## config.mk

```make
export PLATFORM = sky130hd
export DESIGN_NAME = adder_pg_stage
export DESIGN_NICKNAME = d
export VERILOG_FILES = /design/src/rtl/adder_pg_stage.sv
export SDC_FILE = /design/constraint.sdc
export NUM_CORES = 1
export LEC_CHECK = 0
export CELL_PAD_IN_SITES_DETAIL_PLACEMENT = 1
export CELL_PAD_IN_SITES_GLOBAL_PLACEMENT = 1
export CORE_UTILIZATION = 35
export DETAILED_ROUTE_END_ITERATION = 10
export GPL_TIMING_DRIVEN = 0
export PLACE_DENSITY_LB_ADDON = 0.1
export SLEW_MARGIN = 20
export SYNTH_ARGS = -nofsm -noshare
export SYNTH_HDL_FRONTEND = slang
export SYNTH_SLANG_ARGS = --single-unit
```

## constraint.sdc

```tcl
create_clock -name clk -period 3.85 [get_ports clk]
set_input_delay 0.5775 -clock clk [delete_from_list [all_inputs] [get_ports clk]]
set_output_delay 0.5775 -clock clk [all_outputs]
set_load 0.02 [all_outputs]
```

## src/rtl/adder_pg_stage.sv

```systemverilog
// adder_pg_stage: operand capture and generate/propagate precompute.
// Build option: ADDER_PG_SKID_EN adds a two-entry skid with registered in_ready.
module adder_pg_stage #(
  parameter int LEN_DATA = 32
) (
  input  logic                clk,
  input  logic                rst,
  input  logic                in_valid,
  output logic                in_ready,
  input  logic [LEN_DATA-1:0] op_a,
  input  logic [LEN_DATA-1:0] op_b,
  input  logic                op_sub,
  input  logic                cin,
  output logic                out_valid,
  input  logic                out_ready,
  output logic [LEN_DATA-1:0] generate_out,
  output logic [LEN_DATA-1:0] propogate_out,
  output logic [LEN_DATA-1:0] half_sum_out,
  output logic                cin_out
);

  typedef struct packed {
    logic [LEN_DATA-1:0] gen;
    logic [LEN_DATA-1:0] prop;
    logic [LEN_DATA-1:0] half;
    logic                cin;
  } pg_t;

  logic [LEN_DATA-1:0] b_eff;
  logic [LEN_DATA-1:0] g_raw;
  logic [LEN_DATA-1:0] p_raw;
  logic                c_eff;
  pg_t                 pg_d;
  pg_t                 main_q;
  logic                xfer_in;
  logic                xfer_out;

  // Invert B for subtract and fold the carry-in into bit 0.
  always_comb begin
    b_eff        = op_sub ? ~op_b : op_b;
    c_eff        = cin ^ op_sub;
    g_raw        = op_a & b_eff;
    p_raw        = op_a ^ b_eff;
    pg_d.gen     = g_raw;
    pg_d.gen[0]  = g_raw[0] | (p_raw[0] & c_eff);
    pg_d.prop    = p_raw;
    pg_d.prop[0] = 1'b0;
    pg_d.half    = p_raw;
    pg_d.cin     = c_eff;
  end

`ifdef ADDER_PG_SKID_EN

  typedef enum logic [1:0] {
    EMPTY,
    BUSY,
    FULL
  } state_t;

  state_t state_q;
  state_t state_d;
  pg_t    skid_q;
  logic   rdy_q;
  logic   load_main;
  logic   load_skid;
  logic   pop_skid;

  assign in_ready  = rdy_q;
  assign out_valid = (state_q != EMPTY);
  assign xfer_in   = in_valid & rdy_q;
  assign xfer_out  = out_valid & out_ready;

  // Occupancy state and the registered ready derived from it.
  always_ff @(posedge clk or posedge rst) begin
    if (rst) begin
      state_q <= EMPTY;
      rdy_q   <= 1'b1;
    end else begin
      state_q <= state_d;
      rdy_q   <= (state_d != FULL);
    end
  end

  // Next occupancy and which register loads this cycle.
  always_comb begin
    state_d   = state_q;
    load_main = 1'b0;
    load_skid = 1'b0;
    pop_skid  = 1'b0;
    unique case (state_q)
      EMPTY: begin
        if (xfer_in) begin
          state_d   = BUSY;
          load_main = 1'b1;
        end
      end
      BUSY: begin
        unique case (1'b1)
          xfer_in & ~xfer_out: begin
            state_d   = FULL;
            load_skid = 1'b1;
          end
          xfer_in & xfer_out: begin
            load_main = 1'b1;
          end
          ~xfer_in & xfer_out: begin
            state_d = EMPTY;
          end
          default: ;
        endcase
      end
      FULL: begin
        if (xfer_out) begin
          state_d  = BUSY;
          pop_skid = 1'b1;
        end
      end
      default: state_d = EMPTY;
    endcase
  end

  // Main and skid data registers; skid drains into main.
  always_ff @(posedge clk or posedge rst) begin
    if (rst) begin
      main_q <= '0;
      skid_q <= '0;
    end else begin
      if (load_main) begin
        main_q <= pg_d;
      end else if (pop_skid) begin
        main_q <= skid_q;
      end
      if (load_skid) begin
        skid_q <= pg_d;
      end
    end
  end

`else

  logic valid_q;

  assign out_valid = valid_q;
  assign in_ready  = ~valid_q | out_ready;
  assign xfer_in   = in_valid & in_ready;
  assign xfer_out  = valid_q & out_ready;

  // Single output register; a new beat replaces a draining one.
  always_ff @(posedge clk or posedge rst) begin
    if (rst) begin
      valid_q <= 1'b0;
      main_q  <= '0;
    end else if (xfer_in) begin
      valid_q <= 1'b1;
      main_q  <= pg_d;
    end else if (xfer_out) begin
      valid_q <= 1'b0;
    end
  end

`endif

  assign generate_out  = main_q.gen;
  assign propogate_out = main_q.prop;
  assign half_sum_out  = main_q.half;
  assign cin_out       = main_q.cin;

endmodule

```

=== After elaboration in Yosys (flattened, before gate mapping) ===
Index checks and enable logic that the tools add are counted.

* Reduce and logical (&&, ||, !) cells: 1
* Bitwise gates (word level): 10
* Multiplexer cells: 3

{| class="wikitable"
|+ Operators with widths
! cell !! count
|-
| AND 32 bit || 1
|-
| two-way mux 32 bit || 1
|-
| NOT 32 bit || 1
|-
| bitwise XOR 32 bit || 1
|-
| AND 1 bit || 3
|-
| two-way mux 1 bit || 2
|-
| OR 1 bit || 2
|-
| nonzero test 2 bit || 1
|-
| NOT 1 bit || 1
|-
| bitwise XOR 1 bit || 1
|}

* Logic and storage cells: 19
* Output and inout port bits: 99
* Register bits after elaboration: 97
* Bits of input ports: 70

=== Depth between registers and ports, before layout ===
Gate-level depths: netlist of run 1.

* Depth in word-level cells: 5
* Mapped depth: 5
* Mapped depth without buffers: 4

=== Worst setup path after synthesis of run 1 ===
Ideal clock, no wire load.

* Path type: input to register
* Start point: in op_sub
* End point: reg main_q, in the netlist half_sum_out[10]
* Cell stages on the path: 5
* Data required time: 3,725 ps
* Library setup time: 125 ps
* Slack: 2,148 ps
* Buffers on the path: 2
* Arrival: 1,577 ps
* Path through: buf_2 -> buf_4 -> xor2_1 -> ha_1 -> mux2_4

* Cells in the longest elaborated chain, start to end: 2

{| class="wikitable"
|+ RTL lines
! what !! RTL line !! text
|-
| start: declaration || 12 || <nowiki>input logic op_sub,</nowiki>
|-
| two-way mux 32 bit || 40 || <nowiki>b_eff = op_sub ? ~op_b : op_b;</nowiki>
|-
| bitwise XOR 32 bit || 43 || <nowiki>p_raw = op_a ^ b_eff;</nowiki>
|-
| named net p_raw[10] || 31 || <nowiki>logic [LEN_DATA-1:0] p_raw;</nowiki>
|-
| end signal: assignment || 155 || <nowiki>main_q <= pg_d;</nowiki>
|-
| end: declaration || 34 || <nowiki>pg_t main_q;</nowiki>
|}

The timed path passes the listed nets, and every way through them passes these cells.
A chain may end at the register's enable or synchronous reset.

=== Worst setup path after layout of run 1 ===
* Start point: in out_ready
* End point: out in_ready

* Cells in the longest elaborated chain, start to end: 1

{| class="wikitable"
|+ RTL lines
! what !! RTL line !! text
|-
| start: declaration || 15 || <nowiki>input logic out_ready,</nowiki>
|-
| OR 1 bit || 144 || <nowiki>assign in_ready = ~valid_q | out_ready;</nowiki>
|-
| end: declaration || 9 || <nowiki>output logic in_ready,</nowiki>
|}

No other way between the ends.

==> impl_results.md, run 1 <==
* Routed met1 length at 3580 µm
* Internal reg-to-reg setup slack at 2.52 ns
* Maximum clock skew at final layout at 0.0126 ns
* Die area at 10900 µm²
* Total instance count after detailed placement at 548
* List of most frequent post-synthesis cells: 66 x dfrtp_1, 60 x mux2_4, 35 x buf_4
* End-of-flow core utilization at 55.8%
* Static Leak at 2.73 nW
* Number of global-route vias before repair at 2766
* Final Net Count at 525
* Top Metal Used: met4
* Combinational fraction of design power at 45.3%
* Layout cells sized above 1 at 29.2%
* CP arrival at 1.81 ns
* Global-route congestion overflow total at 0
* Cells on Worst Hold Path at 1
* Total number of vias at 2487
* Number of standard-cell rows in the floorplan at 37
* Clock Tree Root: clkbuf_8
* Synth Instances at 245
* Sequential cell fraction of total power at 33.3%
* Clock sink total at 66
* DR WL met3 at 509 µm
* Worst Min Path Start: generate_out[7]
* Type of the most critical hold path: reg -> reg
* Number of non-filler instances in the completed layout at 564
* Power spent charging and discharging nets at 0.894 mW
* Most frequently used cell type in the post-synthesis netlist: dfrtp_1
* First-pass DRT Iterations at 6
* Post-DP HPWL at 6540 µm
* Setup TNS at 0 ns
* Final cycle utilization of the critical path at 62.0%
* Number of enable-type register cells in the synthesized netlist at 0
* Switching portion of total power at 31.9%
* Sequential fraction of the synthesis area at 44.9%
* Number of antenna violations at the first check in global routing at 0
* Yosys reg bits at 66
* H-tree depth at 3
* Tot GR Track Use at 16.8%
* Maximum fanout count along the critical path at 5
* Skew-Pair Late Insertion Delay at 0.34 ns
* Initial core utilization at 35.8%
* Avg WL per Cell at 15.3 µm
* Average via count per standard cell at 4.41
* Highest ir drop seen on vdd at 0.196 mV
* Result of the run: complete, no violations
* Die H at 105 µm
* Critical Setup Path Class: in -> out
* Terminus of the critical flop-to-flop path: half_sum_out[21]
* Critical Path RT at 3.27 ns
* Internal power of the cells at 1.91 mW
* Max Fclk at 419 MHz
* Hold-fix buffers, CTS at 0
* Post-route DRC at 0
* Fin crit period at 2.39 ns
* Synth Flop Type: dfrtp_1
* Average size of a mapped cell at 15.0 µm²
* Top Ports at 169
* Largest net degree at the start of global routing at 38
* First-pass GRT wire length at 14100 µm
* Cell types with the largest area share after synthesis: dfrtp_1 45%, mux2_4 24%, ha_1 11%
* Area of the core at 10300 µm²
* Total clock buffers created by CTS at 9
* Total nets after synthesis at 347
* Synth top area share at 44.9%
* Number of port buffers at 166
* Power density relative to cell area at 489 nW/µm²
* Weighted congestion at the end of routability-driven global placement at 0.676
* Number of instances resized during post-cts repair at 0
* DRT iter0 DRCs at 52
* CTS tree: built
* Number of hold violations in the final report at 0
* Unrepaired setup endpoints after global routing: no
* Total length of routed met2 wires at 4430 µm
* Fraction of synthesis flops using an asynchronous set or reset pin at 100%
* Diode count at 0
* Fillcell total at 1067
* Maximum count of clock buffers along a single path at 2
* Synth Warn # at 0
* Number of max-cap violations at 0
* Distinct cell type count of the synthesized netlist at 15
* Signed area change from the synthesized netlist to the final layout at 56.0%
* Final Slew Violations at 0
* Clock edge transition at the registers on the reported setup and hold paths at 0.08 ns
* X dimension of the die at 105 µm
* Total Routed Length at 8640 µm
* Reg2reg start: out_valid
* Depth of the most critical reg-to-reg path at 4
* Setup bufs post-CTS at 0
* Clock network fraction of design power at 21.5%
* Total of endpoints with negative setup slack in the final report at 0
* Library cell occupying the most area in the post-synthesis netlist: dfrtp_1
* Startpoint type of the worst setup path: input pin
* Critical Path End Type: output pin
* Netlist Area Pre-Place at 3680 µm²
* Endpoint with the worst hold slack: generate_out[7]
* Residual antenna-violating net count after detailed routing at 0
-- cells in the final DEF (no fill, tap or decap) --
cell type        Yosys  final
a21oi_1              2      2
a31oi_1              1      1
buf_12               0      1
buf_2                1      1
buf_4               35     35
buf_6                6      6
bufinv_16            0      1
clkbuf_1             0      1
clkbuf_8             0     11
clkdlybuf4s50_1      0    166
clkinv_2             0      1
clkinvlp_4           0      2
conb_1               1      1
dfrtp_1             66     66
ha_1                32     32
inv_4                0      1
mux2_2               4      4
mux2_4              60     60
nand2_4              1      1
nand2b_1             1      1
nand2b_4             1      1
xor2_1              33     33
-- metal layers --
layer  up-vias  track usage (%)
li1       1154                -
met1      1241             19.6
met2        84             29.4
met3         8             4.51
met4         0             6.12
met5         -                0
-- worst max path at each step --
stage | start | to | slack, ns | cells after the start
2_1_floorplan | rst | cin_out | 1.62 | 1
3_3_place_gp | rst | half_sum_out[29] | 0.24 | 2
3_5_place_dp | out_ready | in_ready | 1.46 | 3
4_1_cts | out_ready | in_ready | 1.46 | 3
5_1_grt | out_ready | in_ready | 1.43 | 3
6_report | out_ready | in_ready | 1.46 | 3
-- kinds of logic (layout without fill, tap and decap cells) --
kind of cell / count (synthesis) / after routing / synth area share (%)
simple gates: 3 / 3 / 0.851
buf+inv: 43 / 226 / 9.22
other cells: 1 / 1 / 0.102
xor+xnor: 33 / 33 / 7.86
mux: 64 / 64 / 25.7
flops: 66 / 66 / 44.9
fa+ha+maj: 32 / 32 / 10.9
compound gates: 3 / 3 / 0.442
-- metrics by stage --
stage / power, mW / setup WS [ns] / hold slack, ns / area [µm²]
floorplan: 1.64 / 1.62 / 0.635 / 3680
global placement: 2.20 / 0.238 / 0.488 / 5510
detailed placement: 2.23 / 1.46 / 0.494 / 5530
CTS: 2.85 / 1.46 / 0.517 / 5740
global route: 2.96 / 1.43 / 0.530 / 5740
finish: 2.81 / 1.46 / 0.510 / 5740
-- sequential cells by signal (all words and copies together), names as in the netlist --
name and count:
generate_out 32, cin_out 1, half_sum_out 32, out_valid 1
-- critical path, cell delays in order --
cell and delay, ns:
clkdlybuf4s50_1 0.46, nand2b_4 0.16, clkdlybuf4s50_1 0.61
-- power groups by stage --
stage	registers, mW	clock network [mW]	logic (mW)
final	0.934	0.602	1.27
after global routing	0.954	0.655	1.35
after CTS	0.937	0.628	1.29
after detailed placement	0.947	0	1.28
after global placement	0.942	0	1.26
after floorplan	1.10	0	0.536
-- cell type report --
cell class	instances	area, µm²	area share (%)
multi-input cells	136	1690	29.4
repair buffers	167	1680	29.3
flip-flops and latches	66	1650	28.8
plain buffers	42	335	5.85
well taps	136	170	2.97
clock buffers	12	155	2.70
clock inverters	4	50.0	0.872
inverters	1	6.26	0.109
Note: power is estimated with default switching activity, not from simulation.
==> inputs of run 2 (changes only) <==
CORE_UTILIZATION = 33   (was 35)
clock period = 2.27 ns   (was 3.85 ns; I/O delays follow)
==> impl_results.md, run 2 (synthesis results as in run 1) <==
* Clock sink total at 66
* Number of max-cap violations at 0
* H-tree depth at 3
* Global-route congestion overflow total at 0
* Largest net degree at the start of global routing at 35
* Layout cells sized above 1 at 29.4%
* Maximum fanout count along the critical path at 5
* Static Leak at 2.74 nW
* Final Slew Violations at 0
* Die area at 11600 µm²
* Final cycle utilization of the critical path at 84.2%
* Setup bufs post-CTS at 0
* Number of non-filler instances in the completed layout at 568
* Critical Path End Type: output pin
* Clock Tree Root: clkbuf_8
* Top Ports at 169
* Number of standard-cell rows in the floorplan at 38
* Setup TNS at 0 ns
* Maximum clock skew at final layout at 0.00722 ns
* First-pass DRT Iterations at 6
* Post-placement cell area at 5540 µm²
* Total clock buffers created by CTS at 9
* Highest ir drop seen on vdd at 0.348 mV
* Die H at 108 µm
* CP arrival at 1.57 ns
* Post-DP HPWL at 6730 µm
* Total number of vias at 2467
* Final Net Count at 525
* Average via count per standard cell at 4.34
* Startpoint type of the worst setup path: input pin
* Post-route DRC at 0
* Number of hold violations in the final report at 0
* Most common library cell in the layout ignoring fill and taps: clkdlybuf4s50_1
* Area of the core at 10800 µm²
* Number of global-route vias before repair at 2672
* Total Routed Length at 8990 µm
* First-pass GRT wire length at 14100 µm
* Type of the most critical hold path: in -> async
* Critical Setup Path Class: in -> out
* Number of port buffers at 166
* Fin crit period at 1.91 ns
* Initial core utilization at 33.9%
* CTS tree: built
* Tot GR Track Use at 16.1%
* Total of endpoints with negative setup slack in the final report at 0
* Power, Total at 4.89 mW
* DRT iter0 DRCs at 63
* Residual antenna-violating net count after detailed routing at 0
* Skew-Pair Late Insertion Delay at 0.34 ns
* Post-route cell area at 5760 µm²
* Avg WL per Cell at 15.8 µm
* Maximum count of clock buffers along a single path at 2
* Weighted congestion at the end of routability-driven global placement at 0.695
* Max Fclk at 524 MHz
* Number of antenna violations at the first check in global routing at 0
* Hold-fix buffers, CTS at 0
* Unrepaired setup endpoints after global routing: no
* Clock edge transition at the registers on the reported setup and hold paths at 0.08 ns
* Critical Path RT at 1.93 ns
* Diode count at 0
* Power density relative to cell area at 849 nW/µm²
* Signed area change from the synthesized netlist to the final layout at 56.7%
* Total instance count after detailed placement at 552
* Leading cell types in the layout, fill and taps excluded: 166 x clkdlybuf4s50_1, 66 x dfrtp_1, 60 x mux2_4, 35 x buf_4, 33 x xor2_1
* Result of the run: complete, no violations
* X dimension of the die at 108 µm
* Number of instances resized during post-cts repair at 0
==> run 2: cell count changes in the layout (fill, tap and decap cells not counted) <==
cell	change
clkbuf_1	-1
bufinv_16	+1
clkbuf_8	-1
inv_6	+1
==> run 2: area by class of cell <==
| type | instances | area [µm²] |
|---|---|---|
| multi-input combinational | 136 | 1690 |
| clock inverter | 6 | 88.8 |
| tap | 140 | 175 |
| timing repair buffer | 167 | 1680 |
| inverter | 1 | 6.26 |
| buffer | 42 | 335 |
| sequential | 66 | 1650 |
| clock buffer | 10 | 138 |
| fill | 1128 | 5080 |
==> run 2: worst paths after layout <==
kind	slack [ns]	cells after the start	to	startpoint
min in group clk	0.51	1	generate_out[31]	generate_out[31]
min reg2reg	0.51	1	generate_out[31]	generate_out[31]
max reg2reg	0.92	4	generate_out[24]	out_valid
max	0.36	3	in_ready	out_ready
max in group asynchronous	1.35	3	cin_out	rst
min	0.36	2	generate_out[1]	rst
==> run 2: per-stage QoR <==
stage / util, % / hold WS [ns] / worst slack, ns
CTS: 53.2 / 0.368 / 0.350
detailed placement: 51.1 / 0.495 / 0.358
floorplan: - / 0.438 / 0.275
global placement: 50.9 / 0.487 / -1.15
global route: 53.2 / 0.391 / 0.327
finish: 53.2 / 0.358 / 0.360
==> run 2: report_power, final <==
part,internal (mW),total (mW),switching (mW)
clock network,0.651,1.15,0.497
registers,1.41,1.58,0.176
logic,1.27,2.16,0.891
total,3.33,4.89,1.56
==> run 2: worst max-delay path, stage by stage <==
cell,delay [ns]
clkdlybuf4s50_1,0.46
nand2b_4,0.16
clkdlybuf4s50_1,0.61
==> run 2: layer usage <==
metal,global-route usage [%],vias to the layer above,part of all wire (%)
met2,26.6,91,49
met1,19.9,1217,42
met4,4.60,0,0.96
met3,5.15,8,7.2
met5,0,-,0
li1,-,1151,-
==> inputs of run 3 (changes only) <==
CORE_UTILIZATION = 29   (was 33)
clock period = 1.6 ns   (was 2.27 ns; I/O delays follow)
==> impl_results.md, run 3 (synthesis results as in run 1) <==
* Result of the run: complete, no violations
* Residual antenna-violating net count after detailed routing at 0
* Weighted congestion at the end of routability-driven global placement at 0.676
* Clock Tree Root: clkbuf_16
* Layout cells sized above 1 at 29.1%
* DRT iter0 DRCs at 34
* Setup WS post-layout at 0.0436 ns
* Leading cell types in the layout, fill and taps excluded: 111 x clkdlybuf4s50_1, 66 x dfrtp_1, 60 x mux2_4, 35 x buf_4, 35 x dlygate4sd2_1
* Type of the most critical hold path: in -> async
* Startpoint type of the worst setup path: flop
* Unrepaired setup endpoints after global routing: no
* Number of port buffers at 166
* List of cells traversed by the critical path: clkdlybuf4s50_1
* Dominant delay contributor by cell family on the critical path: buffers and inverters
* CTS tree: built
* Power, Total at 7.26 mW
* Number of standard-cell rows in the floorplan at 40
* Clock edge transition at the registers on the reported setup and hold paths at 0.06 ns
* Number of non-filler instances in the completed layout at 597
* First-pass DRT Iterations at 4
* Fin crit period at 1.56 ns
* Static Leak at 3.03 nW
* Die area at 13100 µm²
* Tot GR Track Use at 14.8%
* Largest net degree at the start of global routing at 32
* Critical path's slowest cell: clkdlybuf4s50_1
* Area of the core at 12200 µm²
* Crit path largest cell delay at 0.61 ns
* H-tree depth at 3
* Avg WL per Cell at 15.3 µm
* Max Fclk at 642 MHz
* Top Ports at 169
* Final Slew Violations at 0
* X dimension of the die at 115 µm
* Setup bufs post-CTS at 0
* Total instance count after detailed placement at 581
* Highest ir drop seen on vdd at 0.445 mV
* Total number of vias at 2480
* Critical Path End Type: output pin
* Maximum clock skew at final layout at 0.00771 ns
* Total Routed Length at 9150 µm
* Signed area change from the synthesized netlist to the final layout at 61.0%
* Number of hold violations in the final report at 0
* Setup slack at placement at -0.132 ns
* Clock sink total at 66
* Most common library cell in the layout ignoring fill and taps: clkdlybuf4s50_1
* Total of endpoints with negative setup slack in the final report at 0
* Number of global-route vias before repair at 2709
* Post-route cell area at 5920 µm²
* Initial core utilization at 30.2%
* Post-route DRC at 0
* Die H at 115 µm
* Total clock buffers created by CTS at 9
* Maximum count of clock buffers along a single path at 2
* Power density relative to cell area at 1230 nW/µm²
* Diode count at 0
* Critical Path RT at 1.36 ns
* Hold-fix buffers, CTS at 0
* Final cycle utilization of the critical path at 97.3%
* CP bufs+invs at 1
* Maximum fanout count along the critical path at 3
* Worst Hold Margin at 0.199 ns
* Fillcell total at 1280
* First-pass GRT wire length at 14500 µm
* Global-route congestion overflow total at 0
* Number of max-cap violations at 0
* Skew-Pair Late Insertion Delay at 0.33 ns
* Number of antenna violations at the first check in global routing at 0
* CP arrival at 1.32 ns
* Post-DP HPWL at 6930 µm
* Final Net Count at 526
* Post-placement cell area at 5590 µm²
* Critical Setup Path Class: reg -> out
* Average via count per standard cell at 4.15
==> run 3: power breakdown <==
part           internal [mW]  switching, mW  leakage, nW  total, mW
sequential              2.00          0.237        0.808       2.24
combinational           1.63           1.26         2.07       2.89
clock                   1.41          0.720        0.149       2.13
total                   5.04           2.22         3.03       7.26
==> run 3: layout make-up <==
cell class              instances  area, µm²  area share (%)
plain buffers                  42        335            5.66
clock buffers                  12        246            4.16
clock inverters                 4       75.1            1.27
inverters                       1       7.51           0.127
multi-input cells             136       1690            28.5
flip-flops and latches         66       1650            27.9
well taps                     168        210            3.55
repair buffers                168       1710            28.8
==> run 3: metal layers <==
layer	up-vias	track usage (%)	routed length [µm]	part of all wire, %
met5	-	0	0	0
met4	0	4.42	85	0.93
met3	6	5.77	665	7.3
met2	88	24.8	4560	50
met1	1230	17.5	3840	42
li1	1156	-	-	-
==> run 3: metrics by stage <==
step                TNS [ns]  util (%)
floorplan                  0         -
global placement      -25.04      45.7
detailed placement     -5.46      46.0
CTS                        0      48.3
global route               0      48.7
finish                     0      48.7
==> run 3: worst paths after layout <==
check	startpoint	end	slack (ns)	cells after the start
worst max-delay path	half_sum_out[17]	half_sum_out[17]	0.04	1
worst min-delay path	rst	generate_out[29]	0.20	2
worst max register to register	out_valid	half_sum_out[6]	0.27	4
worst min register to register	generate_out[12]	generate_out[12]	0.51	1
max in group asynchronous	rst	generate_out[18]	0.98	3
min in group clk	generate_out[12]	generate_out[12]	0.51	1
==> run 3: repair_timing <==
item / CTS / global route
endpoints found under the setup margin: 35 / 20
gates resized for setup: 35 / 20
hold endpoints to repair: 0 / 0
pin swaps: 0 / 0
